**src/rtl/pipe_out_block_arbiter.sv**
```systemverilog
// Round-robin arbiter sharing one block-throttled 16-bit PipeOut endpoint between
// N_SRC sources, granting one complete block at a time.
module pipe_out_block_arbiter #(
    parameter int N_SRC       = 4,
    parameter int SEL_W       = 2,
    parameter int BLOCK_WORDS = 256
) (
    input  logic                  clk,
    input  logic                  reset,
    input  logic [N_SRC-1:0]      enable_mask,
    input  logic [N_SRC-1:0]      src_block_avail,
    output logic [N_SRC-1:0]      src_read,
    input  logic [16*N_SRC-1:0]   src_data,
    input  logic                  pipe_out_read,
    output logic                  pipe_out_ready,
    output logic [15:0]           pipe_out_data,
    output logic [SEL_W-1:0]      active_src,
    output logic                  busy,
    output logic [15:0]           blocks_served,
    output logic                  protocol_err
);

    localparam int CNT_W = $clog2(BLOCK_WORDS + 1);
    localparam logic [CNT_W-1:0] LAST_COUNT = CNT_W'(BLOCK_WORDS - 1);
    localparam logic [SEL_W-1:0] LAST_SRC   = SEL_W'(N_SRC - 1);

    typedef enum logic [2:0] {
        S_IDLE,
        S_ARB,
        S_READY,
        S_XFER,
        S_DONE
    } state_t;

    state_t            state_q, state_d;
    logic [SEL_W-1:0]  sel_q, sel_d;
    logic [SEL_W-1:0]  lastGrant_q, lastGrant_d;
    logic [CNT_W-1:0]  count_q, count_d;
    logic [15:0]       blocksServed_q, blocksServed_d;
    logic              protocolErr_q, protocolErr_d;

    logic [N_SRC-1:0]  req;
    logic [15:0]       srcWords [N_SRC];

    assign req = enable_mask & src_block_avail;

    for (genvar g = 0; g < N_SRC; g++) begin : g_words
        assign srcWords[g] = src_data[16*g +: 16];
    end

    // Search starts just past the last completed grant, so source 0 leads after reset.
    function automatic logic [SEL_W-1:0] rrPick(input logic [N_SRC-1:0] r,
                                                input logic [SEL_W-1:0] last);
        logic [SEL_W-1:0] pick;
        logic             found;
        int               idx;
        pick  = last;
        found = 1'b0;
        for (int k = 1; k <= N_SRC; k++) begin
            idx = int'(last) + k;
            if (idx >= N_SRC) idx = idx - N_SRC;
            if (!found && r[idx]) begin
                found = 1'b1;
                pick  = idx[SEL_W-1:0];
            end
        end
        return pick;
    endfunction

    always_ff @(posedge clk) begin
        if (reset) begin
            state_q        <= S_IDLE;
            sel_q          <= '0;
            lastGrant_q    <= LAST_SRC;
            count_q        <= '0;
            blocksServed_q <= '0;
            protocolErr_q  <= 1'b0;
        end else begin
            state_q        <= state_d;
            sel_q          <= sel_d;
            lastGrant_q    <= lastGrant_d;
            count_q        <= count_d;
            blocksServed_q <= blocksServed_d;
            protocolErr_q  <= protocolErr_d;
        end
    end

    always_comb begin
        state_d        = state_q;
        sel_d          = sel_q;
        lastGrant_d    = lastGrant_q;
        count_d        = count_q;
        blocksServed_d = blocksServed_q;
        protocolErr_d  = protocolErr_q;
        src_read       = '0;
        pipe_out_ready = 1'b0;
        busy           = 1'b0;
        pipe_out_data  = 16'h0000;

        case (state_q)
            S_IDLE: begin
                if (pipe_out_read) protocolErr_d = 1'b1;
                if (req != '0) state_d = S_ARB;
            end
            S_ARB: begin
                if (pipe_out_read) protocolErr_d = 1'b1;
                if (req == '0) begin
                    state_d = S_IDLE;
                end else begin
                    sel_d   = rrPick(req, lastGrant_q);
                    state_d = S_READY;
                end
            end
            // A read in the same cycle as a withdrawal wins: that word is already gone.
            S_READY: begin
                pipe_out_ready  = 1'b1;
                busy            = 1'b1;
                pipe_out_data   = srcWords[sel_q];
                src_read[sel_q] = pipe_out_read;
                if (pipe_out_read) begin
                    count_d = CNT_W'(1);
                    state_d = S_XFER;
                end else if (!req[sel_q]) begin
                    state_d = S_IDLE;
                end
            end
            S_XFER: begin
                busy            = 1'b1;
                pipe_out_data   = srcWords[sel_q];
                src_read[sel_q] = pipe_out_read;
                if (pipe_out_read) begin
                    count_d = count_q + CNT_W'(1);
                    if (count_q == LAST_COUNT) state_d = S_DONE;
                end
            end
            S_DONE: begin
                busy           = 1'b1;
                pipe_out_data  = srcWords[sel_q];
                if (pipe_out_read) protocolErr_d = 1'b1;
                lastGrant_d    = sel_q;
                blocksServed_d = blocksServed_q + 16'd1;
                state_d        = S_IDLE;
            end
            default: begin
                state_d = S_IDLE;
            end
        endcase
    end

    assign active_src    = sel_q;
    assign blocks_served = blocksServed_q;
    assign protocol_err  = protocolErr_q;

endmodule

```
**config.mk**
```make
export PLATFORM = sky130hd
export DESIGN_NAME = pipe_out_block_arbiter
export DESIGN_NICKNAME = d
export VERILOG_FILES = /design/src/rtl/pipe_out_block_arbiter.sv
export SDC_FILE = /design/constraint.sdc
export NUM_CORES = 1
export LEC_CHECK = 0
export BUFFER_PORTS_ARGS = -buffer_cell sky130_fd_sc_hd__buf_2
export CAP_MARGIN = 20
export CORE_MARGIN = 2
export CORE_UTILIZATION = 44
export CTS_CLUSTER_SIZE = 24
export DETAILED_ROUTE_END_ITERATION = 10
export PLACE_DENSITY = 0.79
export SLEW_MARGIN = 20
export SYNTH_ARGS = -nofsm -noshare
export SYNTH_HDL_FRONTEND = slang
export SYNTH_SLANG_ARGS = --single-unit
```
**constraint.sdc**
```tcl
create_clock -name clk -period 2.14 [get_ports clk]
set_clock_uncertainty 0.05 [all_clocks]
set_input_delay 0.214 -clock clk [delete_from_list [all_inputs] [get_ports clk]]
set_output_delay 0.214 -clock clk [all_outputs]
set_load 0.01 [all_outputs]
```
After elaboration in Yosys (flattened, before gate mapping)
Index checks and enable logic that the tools add are counted.

Flip-flop bits (word level): 33. Output and inout bits: 41.

$add $sub $neg: 10. Order comparisons: 11. Equal/unequal tests: 10. Multiplexer cells: 58. Bitwise operators: 4. Reduce and logical (&&, ||, !) cells: 18.

Operator list (number): $mux 32 (12); $lt 32x4->1 const B (4); $mux 16 (3); $bmux 16 s2 (1); $mux 1 (21); $mux 9 (2); $pmux 9 s2 (1); $add 16x1->16 const B (1); $mux 3 (5); $ge 3x3->1 const B (4); $pmux 3 s4 (1); $sub 3x3->4 const B (3); $bmux 1 s2 (5); $mux 2 (5); $add 9x1->9 const B (1); $eq 9x8->1 const B (1); $and 4x4->4 (2); $ne 2x2->1 const B (4); $add 2x2->3 const B (2); $eq 3x2->1 const B (2); $reduce_or 3->1 (2); $sub 4x3->5 const B (1); $add 2x3->4 const B (1); $ge 4x3->1 const B (1); 20 further kinds (26).

Logic depth before layout (Yosys ltp)
Depth after elaboration: 24. Mapped depth: 8. Mapped depth without buffers: 8.

Least setup slack after synthesis
Ideal clock, no wire load.

Kind: register to output. From: reg sel_q[0], in the netlist active_src[0]. To: out pipe_out_data[13]. Arrival: 1.561 ns. Path slack: 0.315 ns. Cell stages (with the launch flop): 5. Cell sequence: dfxtp_1 -> buf_2 -> buf_1 -> mux4_2 -> nor2b_1.

Cells in the longest elaborated chain, start to end: 5.

Ends and longest elaborated chain: start: declaration (line 36) `logic [SEL_W-1:0] sel_q, sel_d;`; start signal: assignment (line 80) `sel_q <= sel_d;`; $not 2->3 (not written as such) (line 118, 129, 138); $bmux 16 s2 (line 118, 129, 138); $mux 16 (not written as such) (2 in a row) (line 118, 129, 138); $mux 16; end: declaration (line 16) `output logic [15:0] pipe_out_data,`.

No other way between the ends. The select of a mux whose other input is x is not followed.

Worst setup path in the final report
From: reg state_q[1]. To: out pipe_out_data[1].

Cells in the longest elaborated chain, start to end: 3.

Ends and longest elaborated chain: start: declaration (line 35) `state_t state_q, state_d;`; start signal: assignment (line 79) `state_q <= state_d;`; $eq 3x3->1 / $eq 3x2->1 (equally long branches) (line 100) `case (state_q)`; $reduce_or 3->1 (no source line) (*); $mux 16 (*).

Mark *: on every way between the ends. The rest lies on a longest branch, timed or not.

==> impl_table.tex <==
\begin{tabular}{lr}
\hline
Metric & Value \\
\hline
\multicolumn{2}{l}{\textbf{Place}} \\
\# port buffers & about 120 \\
Detailed placer's ending HPWL & 4670 µm \\
Area of placed instances & $\sim$2800 µm² \\
Worst slack, placed & between 0.2 and 0.25 ns \\
RePlAce Congestion & 0.827 \\
\multicolumn{2}{l}{\textbf{Logic synthesis}} \\
Number of unique standard cell types used by synthesis & 47 \\
Number of warning messages in the yosys log & 0 \\
Area contributors post-synth & sky130\_fd\_sc\_hd\_\_dfxtp\_1 31\%, sky130\_fd\_sc\_hd\_\_mux4\_2 17\%, sky130\_fd\_sc\_hd\_\_nor2b\_1 4.7\% \\
Synthesized flop and latch total & 33 \\
Sequential cell area fraction in the yosys report & 0.310 \\
Cell area after synthesis & approximately 2100 µm² \\
Total nets after synthesis & 317 \\
Number of synthesized flops with an enable pin & 0 \\
Post-synthesis cell type with the largest combined area & sky130\_fd\_sc\_hd\_\_dfxtp\_1 \\
Area share of the largest cell type after synthesis & 0.310 \\
Cell count after synthesis & 239 \\
Main synth FF type & sky130\_fd\_sc\_hd\_\_dfxtp\_1 \\
Synth async-reset ratio & 0 \\
Mean area per synthesized cell & slightly below 9 µm² \\
\multicolumn{2}{l}{\textbf{Critical path}} \\
Critical path data required time & roughly 1.9 ns \\
Number of cell instances on the worst register-to-register path & 8 \\
Kind of end point of the critical path & primary output \\
Launch point of the worst path & state\_q[1] \\
Bufs and invs on worst path & 1 \\
Arrival time of data at the critical path endpoint & 1.73 ns \\
Startpoint types & register \\
Reg-to-reg critical path endpoint & state\_q[1] \\
Cell with the largest stage delay on the worst path & sky130\_fd\_sc\_hd\_\_or3b\_1 \\
End of the critical path & pipe\_out\_data[1] \\
Crit Path Category & register to primary output \\
Highest net fanout along the worst path & 17 \\
Launch point of the worst reg-to-reg path & count\_q[0] \\
Number of stages on the worst setup path & 4 \\
Slack of the worst reg-to-reg path & $\sim$0.45 ns \\
CP peak stage delay & between 0.4 and 0.5 ns \\
Critical path, cell by cell & or3b\_1 -> and2\_4 -> nor2b\_1 -> buf\_2 \\
Kind of cell with the highest combined delay on the critical path & simple AND/OR/NAND/NOR gates \\
\multicolumn{2}{l}{\textbf{Power and ir drop}} \\
P per Cell Area & roughly 580 nW/µm² \\
Sw Share & 0.262 \\
Clock network fraction of total power & 0.365 \\
Worst ir drop on vdd & between 300 and 400 µV \\
Power after layout & about 1.7 mW \\
Leakage Power & about 1.3 nW \\
Cell Int Power & 1.24 mW \\
Sequential Power Share & 0.389 \\
Net switching power of the design & roughly 440 µW \\
Portion of total power attributed to combinational logic & 0.247 \\
\multicolumn{2}{l}{\textbf{Clocking}} \\
Sink Count & 33 \\
Number of buffers created by CTS & 5 \\
Post-CTS Setup Bufs & 0 \\
CTS tree & done \\
Post-CTS Hold Buffers & 0 \\
Bufs on Longest Clock Path & 2 \\
Root cell of the clock tree & sky130\_fd\_sc\_hd\_\_clkbuf\_8 \\
Level count of the clock H-tree & 2 \\
Worst-skew pair later-pin latency & 0.29 ns \\
Clock input transition at the sequential cells of the worst setup and hold paths & roughly 0.070 ns \\
\multicolumn{2}{l}{\textbf{Detailed routing}} \\
Number of remaining DRC errors & 0 \\
Vias post-DR & 2252 \\
Number of iterations in the first detailed-routing pass & 4 \\
First-iteration detailed-routing DRC count & $\sim$90 \\
Average wire per cell in the routed design & 14.8 µm \\
Vias per cell & 5.55 \\
DRT Wirelength & 6000 µm \\
DRT antenna net count & 0 \\
\multicolumn{2}{l}{\textbf{Layout}} \\
Ant. Diodes & 0 \\
Proportion of layout cells with a drive suffix above 1 & 0.426 \\
FILL cells & 427 \\
Non-Filler Cell Area, Final & around 2900 µm² \\
Area growth from synthesis to layout & 35.7\% \\
Nets & 429 \\
Sequential cell area in the final layout & between 600 and 700 µm² \\
Area used by multi-input combinational logic & 1400 µm² \\
\multicolumn{2}{l}{\textbf{Global route}} \\
Antenna violations before repair & 0 \\
Vias in the first global route & $\sim$2100 \\
Overall routing resource usage & 0.220 \\
Total gr overflow & 0 \\
Pin count of the biggest net entering global routing & 28 \\
Global-route wire length before repair & 9230 µm \\
\multicolumn{2}{l}{\textbf{Die}} \\
Boundary Pins & between 100 and 150 \\
Area of the placeable core & $\sim$4700 µm² \\
Height of the die & 73.6 µm \\
Die footprint & approximately 5400 µm² \\
Num rows & 25 \\
Initial cell density of the core & 0.454 \\
Die X-Extent & approximately 74 µm \\
\multicolumn{2}{l}{\textbf{Timing}} \\
Total negative setup slack & 0 ns \\
Worst slew margin & 0.675 \\
Final Worst Setup Slack & roughly 0.15 ns \\
Final count of hold timing violations & 0 \\
Final Cycle Share & 0.932 \\
Post-route minimum period & 1.99 ns \\
Final Slew Violations & 0 \\
Final setup vio count & 0 \\
Setup repair after global routing missed its margin & false \\
Top achievable clock speed & $\sim$500 MHz \\
Measured slew at the worst slew-check pin & between 0.4 and 0.5 ns \\
\multicolumn{2}{l}{\textbf{Outcome}} \\
Outcome & finished clean \\
\multicolumn{2}{l}{\textbf{Flow run}} \\
Count of max-cap constraint violations & 0 \\
\multicolumn{2}{l}{\textbf{Worst hold path}} \\
Path type of the worst min-delay path & input port to register \\
\hline
\end{tabular}
[cell type report]
| cell class | count | share of cell area |
|---|---|---|
| tap | 54 | 0.0234 |
| multi-input combinational | 188 | 0.484 |
| clock buffer | 7 | 0.0298 |
| sequential | 33 | 0.229 |
| inverter | 4 | 0.00519 |
| timing repair buffer | 119 | 0.218 |
| clock inverter | 1 | 0.0104 |
[power groups by stage]
stage          sequential, mW  combinational [mW]  clock (mW)
6_report                0.654               0.415       0.614
5_1_grt                 0.657               0.454       0.641
4_1_cts                 0.653               0.415       0.623
3_5_place_dp            0.667               0.413           0
3_3_place_gp            0.667               0.403           0
2_1_floorplan           0.654               0.267           0
[through the flow]
stage,hold slack (ns),cells,utilization
2_1_floorplan,0.326,239,-
3_3_place_gp,0.388,398,0.591
3_5_place_dp,0.395,398,0.591
4_1_cts,0.263,406,0.616
5_1_grt,0.327,406,0.617
6_report,0.267,406,0.617
[worst reg2reg max path, delay by kind of cell, from the launching register on]
family | cells | cell delay [ns]
DFF | 1 | 0.35
adders and majority gates | 2 | 0.43
AOI/OAI and AO/OA | 1 | 0.15
and+or+nand+nor | 5 | 0.65
[state kept, by name, summed over array words and instances (netlist names)]
register / flops
lastGrant_q: 2
state_q: 3
active_src: 2
count_q: 9
blocks_served: 16
protocol_err: 1
[per-layer routing]
layer / global-route usage / up-vias / wire [µm]
li1: - / 1096 / -
met1: 0.225 / 1039 / 2290
met2: 0.412 / 101 / 3020
met3: 0.0604 / 16 / 544
met4: 0.0970 / 0 / 148
met5: 0 / - / 0
[cells in the final DEF, fill, tap and decap left out, types with 2 or more instances in the layout]
cell type                  synthesis  routed
sky130_fd_sc_hd__buf_4             0       2
sky130_fd_sc_hd__ha_1              3       3
sky130_fd_sc_hd__nor2b_1          16      16
sky130_fd_sc_hd__dfxtp_1          33      31
sky130_fd_sc_hd__clkbuf_8          0       6
sky130_fd_sc_hd__and4_1            2       2
sky130_fd_sc_hd__nor3_1            9       9
sky130_fd_sc_hd__nand2_1          25      25
sky130_fd_sc_hd__o211ai_1          2       2
sky130_fd_sc_hd__buf_12            0       2
sky130_fd_sc_hd__or3b_1            2       2
sky130_fd_sc_hd__xnor2_1           8       8
sky130_fd_sc_hd__nand3b_1          4       4
sky130_fd_sc_hd__a21oi_1          13      13
sky130_fd_sc_hd__buf_2             4     115
sky130_fd_sc_hd__nand4_1           4       4
sky130_fd_sc_hd__or3_1             7       7
sky130_fd_sc_hd__inv_1             3       3
sky130_fd_sc_hd__nand3_1          10      10
sky130_fd_sc_hd__xor2_1            6       6
sky130_fd_sc_hd__dfxtp_2           0       2
sky130_fd_sc_hd__mux4_2           16      16
sky130_fd_sc_hd__a311oi_1          2       2
sky130_fd_sc_hd__a31oi_1           2       2
sky130_fd_sc_hd__and3_1            6       6
sky130_fd_sc_hd__o21ai_0           7       7
sky130_fd_sc_hd__nor2_1           23      23
[Yosys cell counts (3+ instances only)]
library cell / number
sky130_fd_sc_hd__inv_1: 3
sky130_fd_sc_hd__nor3_1: 9
sky130_fd_sc_hd__nand3b_1: 4
sky130_fd_sc_hd__clkbuf_1: 6
sky130_fd_sc_hd__dfxtp_1: 33
sky130_fd_sc_hd__nand2_1: 25
sky130_fd_sc_hd__buf_1: 3
sky130_fd_sc_hd__mux4_2: 16
sky130_fd_sc_hd__ha_1: 3
sky130_fd_sc_hd__nand4_1: 4
sky130_fd_sc_hd__or3_1: 7
sky130_fd_sc_hd__buf_2: 4
sky130_fd_sc_hd__nor2b_1: 16
sky130_fd_sc_hd__xnor2_1: 8
sky130_fd_sc_hd__nor2_1: 23
sky130_fd_sc_hd__nand3_1: 10
sky130_fd_sc_hd__and3_1: 6
sky130_fd_sc_hd__xor2_1: 6
sky130_fd_sc_hd__o21ai_0: 7
sky130_fd_sc_hd__a21oi_1: 13
[worst min path at each step]
stage	startpoint	endpoint	slack [ns]	cells past startpoint
floorplan	pipe_out_read	protocol_err	0.33	2
finish	pipe_out_read	protocol_err	0.27	3
global placement	count_q[8]	count_q[8]	0.39	2
global route	pipe_out_read	protocol_err	0.33	3
detailed placement	count_q[8]	count_q[8]	0.39	2
CTS	pipe_out_read	protocol_err	0.26	3
[what timing repair did]
| action | in CTS | in global routing |
|---|---|---|
| resized for setup | 1 | 3 |
| cloned | 0 | 0 |
| endpoints found under the setup margin | 13 | 16 |
[kinds of logic (layout without fill, tap and decap cells)]
family	count (synthesis)	in the layout	synth area share
DFF	33	33	0.310
AOI/OAI and AO/OA	37	37	0.112
and+or+nand+nor	118	118	0.300
adders and majority gates	3	3	0.0176
xor gates and xnor gates	14	14	0.0575
buffers and inverters	18	131	0.0346
muxes	16	16	0.169
Note: power is estimated with default switching activity, not from simulation.
